**config.mk**
```make
export PLATFORM = sky130hd
export DESIGN_NAME = hex_key_fifo
export DESIGN_NICKNAME = d
export VERILOG_FILES = /design/src/rtl/hex_key_fifo.sv
export SDC_FILE = /design/constraint.sdc
export NUM_CORES = 1
export LEC_CHECK = 0
export CORE_MARGIN = 5
export CORE_UTILIZATION = 40
export CTS_BUF_LIST = sky130_fd_sc_hd__clkbuf_8
export DETAILED_ROUTE_END_ITERATION = 8
export HOLD_SLACK_MARGIN = 0.1
export PLACE_DENSITY_LB_ADDON = 0.15
export SLEW_MARGIN = 20
export SYNTH_ARGS = -nofsm -noshare
export SYNTH_HDL_FRONTEND = slang
export SYNTH_SLANG_ARGS = --single-unit
```
**constraint.sdc**
```tcl
create_clock -name clock -period 3.64 [get_ports clock]
set_clock_uncertainty 0.2 [all_clocks]
set_input_delay 0.546 -clock clock [delete_from_list [all_inputs] [get_ports clock]]
set_output_delay 0.546 -clock clock [all_outputs]
set_load 0.005 [all_outputs]
```
**src/rtl/hex_key_fifo.sv**
```systemverilog
// hex_key_fifo: debounced key-press event FIFO (FWFT) with valid/ready output; HEX_KEY_TIMESTAMP_EN adds per-entry key_time
module hex_key_fifo #(
  parameter int DEPTH = 8,
  parameter int LOCKOUT = 16,
  localparam int CW = $clog2(DEPTH) + 1
) (
  input  logic          clock,
  input  logic          reset,
  input  logic [3:0]    code_in,
  input  logic          valid_in,
  input  logic          clear_ovf,
  output logic [3:0]    key_code,
  output logic          key_valid,
  input  logic          key_ready,
`ifdef HEX_KEY_TIMESTAMP_EN
  output logic [15:0]   key_time,
`endif
  output logic [CW-1:0] count,
  output logic          overflow
);
  localparam int AW = $clog2(DEPTH);
  localparam int LW = $clog2(LOCKOUT + 2);
  logic [LW-1:0] r_lock;
  logic          r_valid_d;
  logic [AW-1:0] r_wptr, r_rptr;
  logic [CW-1:0] r_count;
  logic          r_ovf;
  logic [3:0]    r_mem [DEPTH];
  logic [3:0]    r_head;
  logic          w_press, w_pop, w_full, w_push, w_drop, w_head_mem, w_head_in;
  logic [AW-1:0] w_rnext;
  assign w_press    = valid_in & ~r_valid_d & (r_lock == '0);
  assign key_valid  = r_count != '0;
  assign w_pop      = key_valid & key_ready;
  assign w_full     = r_count == CW'(DEPTH);
  assign w_push     = w_press & (~w_full | w_pop);
  assign w_drop     = w_press & w_full & ~w_pop;
  assign w_rnext    = r_rptr + AW'(1);
  // the head register reloads from the next stored entry, or straight from the input when the FIFO is (or becomes) empty
  assign w_head_mem = w_pop & (r_count > CW'(1));
  assign w_head_in  = w_push & ((r_count == '0) | (w_pop & (r_count == CW'(1))));
  assign key_code   = r_head;
  assign count      = r_count;
  assign overflow   = r_ovf;
  // press edge detect, lockout timer, pointers, occupancy and sticky overflow
  always_ff @(posedge clock or posedge reset) begin
    if (reset) begin
      r_valid_d <= 1'b0;
      r_lock    <= '0;
      r_wptr    <= '0;
      r_rptr    <= '0;
      r_count   <= '0;
      r_ovf     <= 1'b0;
    end else begin
      r_valid_d <= valid_in;
      r_lock    <= w_press ? LW'(LOCKOUT) : (r_lock != '0 ? r_lock - LW'(1) : r_lock);
      r_wptr    <= w_push ? r_wptr + AW'(1) : r_wptr;
      r_rptr    <= w_pop ? w_rnext : r_rptr;
      r_count   <= r_count + CW'(w_push) - CW'(w_pop);
      r_ovf     <= w_drop | (r_ovf & ~clear_ovf);
    end
  end
  // storage array needs no reset: it is only observed through the head register
  always_ff @(posedge clock) begin
    if (w_push) r_mem[r_wptr] <= code_in;
  end
  // head register holds the last head value when the FIFO empties
  always_ff @(posedge clock or posedge reset) begin
    if (reset) r_head <= '0;
    else if (w_head_mem) r_head <= r_mem[w_rnext];
    else if (w_head_in) r_head <= code_in;
  end
`ifdef HEX_KEY_TIMESTAMP_EN
  logic [15:0] r_time;
  logic [15:0] r_tmem [DEPTH];
  logic [15:0] r_head_time;
  assign key_time = r_head_time;
  // free-running cycle counter and timestamped head, tracking the code head exactly
  always_ff @(posedge clock or posedge reset) begin
    if (reset) begin
      r_time      <= '0;
      r_head_time <= '0;
    end else begin
      r_time <= r_time + 16'd1;
      if (w_head_mem) r_head_time <= r_tmem[w_rnext];
      else if (w_head_in) r_head_time <= r_time;
    end
  end
  // timestamp storage alongside the code storage
  always_ff @(posedge clock) begin
    if (w_push) r_tmem[r_wptr] <= r_time;
  end
`endif
endmodule

```
==> Word level (Yosys, flattened, before mapping) <==
Memories as Yosys holds them, arrays and structs flattened.
Cells that the tools add are included.
{ "totals": {"word_cells": 45, "input_bits": 9, "reg_bits": 21, "memories": 1, "ramBits": 32, "output_inout_bits": 10} }
{ "memory_table": {"columns": ["memory", "depth", "width", "read_ports", "rd_clocked_by_memory_dff", "wr", "line", "rtl"], "rows": [
  ["r_mem", 8, 4, 1, 0, 1, "28", "logic [3:0] r_mem [DEPTH];"]
]} }
{ "op_classes": {"addsub": 5, "eq_ne": 2, "n_reduce_logical": 6, "n_bitwise": 17, "mux": 6, "magnitude_cmp": 1} }
{ "ops": {"columns": ["operator", "n"], "rows": [
  ["$and 1x1->1", 10],
  ["$mux 5", 2],
  ["$mux 4", 2],
  ["$add 3x1->3 const B", 2],
  ["$logic_not 5->1", 1],
  ["$reduce_bool 5->1", 1],
  ["$sub 5x1->5 const B", 1],
  ["$add 4x1->4", 1],
  ["$eq 4x1->1 const B", 1],
  ["$eq 4x4->1 const B", 1],
  ["$gt 4x1->1 const B", 1],
  ["$logic_not 4->1", 1],
  ["$not 1->1", 4],
  ["$reduce_bool 2->1", 2],
  ["$reduce_bool 4->1", 1],
  ["$sub 4x1->4", 1],
  ["$or 1x1->1", 3],
  ["$mux 1", 2]
]} }

==> Depth between registers and ports, before layout <==
{ "depth": {"depth_word": 7, "depth_mapped": 10, "mapped_depth_nobuf": 10} }

==> Worst setup path before layout <==
OpenSTA, ideal clock, no wires.
{ "synth_path": {"path_kind": "reg2reg", "start": "reg r_lock[0]", "end": "mem r_mem[1][0] (enable)", "required_ns": 3.079, "slack_ns": 1.168, "synth_period_minus_slack_ns": 2.472, "t_arrival_ns": 1.911, "setup_ns": 0.361, "path_buffers": 1, "stages_incl_launch_ff": 8, "cell_sequence": "dfrtp_1 inv_1 ha_1 or4b_1 buf_2 a211oi_4 nand2_1 nor3_1"} }
{ "synth_between": {"elab_chain_cells": 5} }
{ "synth_rtl": {"columns": ["item", "line", "rtl"], "rows": [
  ["start, declared", "23", "logic [LW-1:0] r_lock;"],
  ["start signal, assigned", "56", "r_lock <= w_press ? LW'(LOCKOUT) : (r_lock != '0 ? r_lock - LW'(1) : r_lock);"],
  ["$logic_not 5->1", "32", "assign w_press = valid_in & ~r_valid_d & (r_lock == '0);"],
  ["$and 1x1->1", "32", null],
  ["$and 1x1->1", "36", "assign w_push = w_press & (~w_full | w_pop);"],
  ["$mux 1", "65", "if (w_push) r_mem[r_wptr] <= code_in;"],
  ["$mux 1 (not written as such)", "65", null],
  ["end, declared", "28", null]
]} }
No other way between the ends.

==> Worst setup path after layout <==
{ "layout_path": {"start": "reg r_lock[0]", "end": "reg r_count[1], in the netlist count[1]"} }
{ "layout_between": {"elab_chain_cells": 5} }
{ "layout_rtl": {"columns": ["item", "line", "rtl"], "rows": [
  ["$logic_not 5->1", "32", null],
  ["$and 1x1->1", "32", null],
  ["$and 1x1->1", "36", null],
  ["$add 4x1->4", "59", "r_count <= r_count + CW'(w_push) - CW'(w_pop);"],
  ["$sub 4x1->4", "59", null],
  ["end signal, assigned", "59", null],
  ["end, declared", "26", "logic [CW-1:0] r_count;"]
]} }
No other way between the ends.
A chain may end at the register's enable or synchronous reset.

==> results.toml <==
[run_status]
status = "complete, no violations"

[synthesis]
synth_warnings = 0
synth_edf_count = 32
synth-main-ff-cell = "edfxtp_1"
yosysSeqAreaShare_pct = 62.4
yosysUniqueCellTypes = 36
synthArstFlopShare_pct = 39.6
synthesis.area_um2 = 2380
synth_fp_nets = 182
yosysTopAreaCell = "edfxtp_1"
synth.area.top_cells = "edfxtp_1 40%, dfrtp_1 22%, mux4_2 7.6%, ha_1 5.3%, mux2i_1 2.1%"
postSynthCellCount = 162
synth_top_area_share_pct = 40.3
postSynthAreaPerCell_um2 = 14.7
synth-seq-cells = 53

[final_layout]
multi_input_area_um2 = 835
final_common_cell = "edfxtp_1"
n_antenna_cell = 0
layout.nets = 204
layout-drive-gt1-share_pct = 13.0
layout.cells.most_common_list = "32 x edfxtp_1, 21 x dfrtp_1, 18 x clkdlybuf4s50_1"
syn2layout_area_growth_pct = 15.9
regArea_um2 = 1490
fillers = 511
stdcell_count = 260

[place]
placed_cells = 252
dp_hpwl_um = 3400
routabilityCongestion = 0.770
io_buffers = 18

[die]
start_util_pct = 40.7
dieArea_um2 = 7600
core_area_um2 = 5850
die_x_um = 87.2
rows = 28
die_h_um = 87.2
ioPinCount = 19

[power]
p_per_area_nw_per_um2 = 752
vdd_drop_max_uv = 263
power_leakage_nw = 1.02

[timing]
fin_crit_sh_pct = 80.6
hold_viol = 0
fmax_mhz = 341
final-setup-viol-count = 0
fin_crit_ps = 2930
tightest_slew_ps = 845
rsz0062_at_grt = "false"
finalSetupTns_ps = 0
report.final.slew_viol_count = 0
relSlewSlack_pct = 43.6

[worst_setup_path]
worst_ep_arrival_time_ps = 2980
critPathMaxFanout = 8
crit_path_start_kind = "flop"
critical_path_class = "flop to flop"
cp.required_ps = 3680
reg2reg_slack_ps = 710
cp-end-kind = "flop"

[cts]
post_cts_buffers = 0
tritoncts = "built"
h-tree-depth = 2
cts_resized = 0
clk_latency_ps = 300
cts_sinks = 53
cts.path.max_buffers = 2
cts_buffers = 5
root_buffer = "clkbuf_8"
cts_hold_buffers = 0
path_clk_slew_ps = 100

[worst_hold_path]
hold_class = "flop to flop"

[drt]
drt-pass1-iter-count = 4
vias = 1359
detail_route.iter0.violations = 129
wire_per_inst_um = 17.7
wl_um = 4600
post-route-drc-count = 0
antenna_left = 0
via_per_inst = 5.23

[run]
maxCapViolCount = 0

[global_route]
grt_pass1_wl_um = 7520
antenna_found_initial = 0
grt_usage_pct = 13.5
grt_max_degree = 22
grt_overflow = 0
grt_pass1_vias = 1421
-- through the flow --
step	instance area, µm²	hold slack, ps	utilization (%)	total power [mW]	setup slack [ps]
floorplan	2380	264	-	1.42	1170
global placement	2650	283	45.3	1.67	711
detailed placement	2650	288	45.3	1.70	660
CTS	2760	303	47.2	2.11	724
global route	2760	332	47.2	2.23	478
finish	2760	302	47.2	2.08	707
-- critical path: stages (launching register included) --
cell     delay [ps]
dfrtp_1         420
inv_1           100
ha_1            180
nor4b_2         590
nand2_1         270
nand3_1         210
o21ai_0         110
ha_1            240
inv_1            80
fa_1            410
inv_1            60
-- kinds of logic after synthesis --
group | count (synthesis) | share of synthesized area, %
DFF | 53 | 62.4
and+or+nand+nor | 34 | 7.88
AOI/OAI and AO/OA | 24 | 7.14
buffers and inverters | 16 | 2.57
muxes | 15 | 10.6
adders and majority gates | 11 | 6.09
xor gates and xnor gates | 9 | 3.31
-- registers in the layout (all words and copies together) (netlist names) --
name	count
r_valid_d	1
r_lock	5
count	4
r_rptr	3
key_code	4
r_mem	32
overflow	1
r_wptr	3
-- area by class of cell --
| type | count | share of cell area (%) |
|---|---|---|
| clock buffers | 5 | 2.49 |
| clock inverters | 3 | 1.59 |
| inverters | 12 | 1.63 |
| multi-input cells | 93 | 30.2 |
| flip-flops and latches | 53 | 53.9 |
| well taps | 75 | 3.40 |
| repair buffers | 19 | 6.80 |
-- synth_stat cells, drive strengths merged, types with 3 or more instances --
cell type / number
nor2: 8
a22oi: 4
dfrtp: 21
nand3: 3
ha: 10
inv: 12
nand2b: 6
nand2: 7
edfxtp: 32
a21oi: 4
mux4: 8
mux2i: 5
o21ai: 7
xnor2: 4
a41oi: 4
xor2: 5
-- worst paths after layout --
check	from	depth (start not counted)	to
min in group asynchronous	reset	2	key_code[2]
max in group asynchronous	reset	2	r_wptr[0]
hold reg to reg	r_rptr[2]	1	r_rptr[2]
hold / removal	r_rptr[2]	1	r_rptr[2]
setup reg to reg	r_lock[0]	10	count[1]
setup / recovery	r_lock[0]	10	count[1]
-- routing by layer --
layer / share of wire (%) / track usage, % / vias up
met3: 3.8 / 3.22 / 5
met2: 48 / 21.7 / 23
li1: - / - / 643
met4: 1.5 / 4.60 / 0
met5: 0 / 0 / -
met1: 46 / 18.0 / 688
-- power by group --
group          leakage, nW  switching (mW)  internal [mW]
Clock               0.0585           0.195          0.206
Combinational        0.425           0.357          0.437
Sequential           0.536           0.132          0.750
Note: power is estimated with default switching activity, not from simulation.
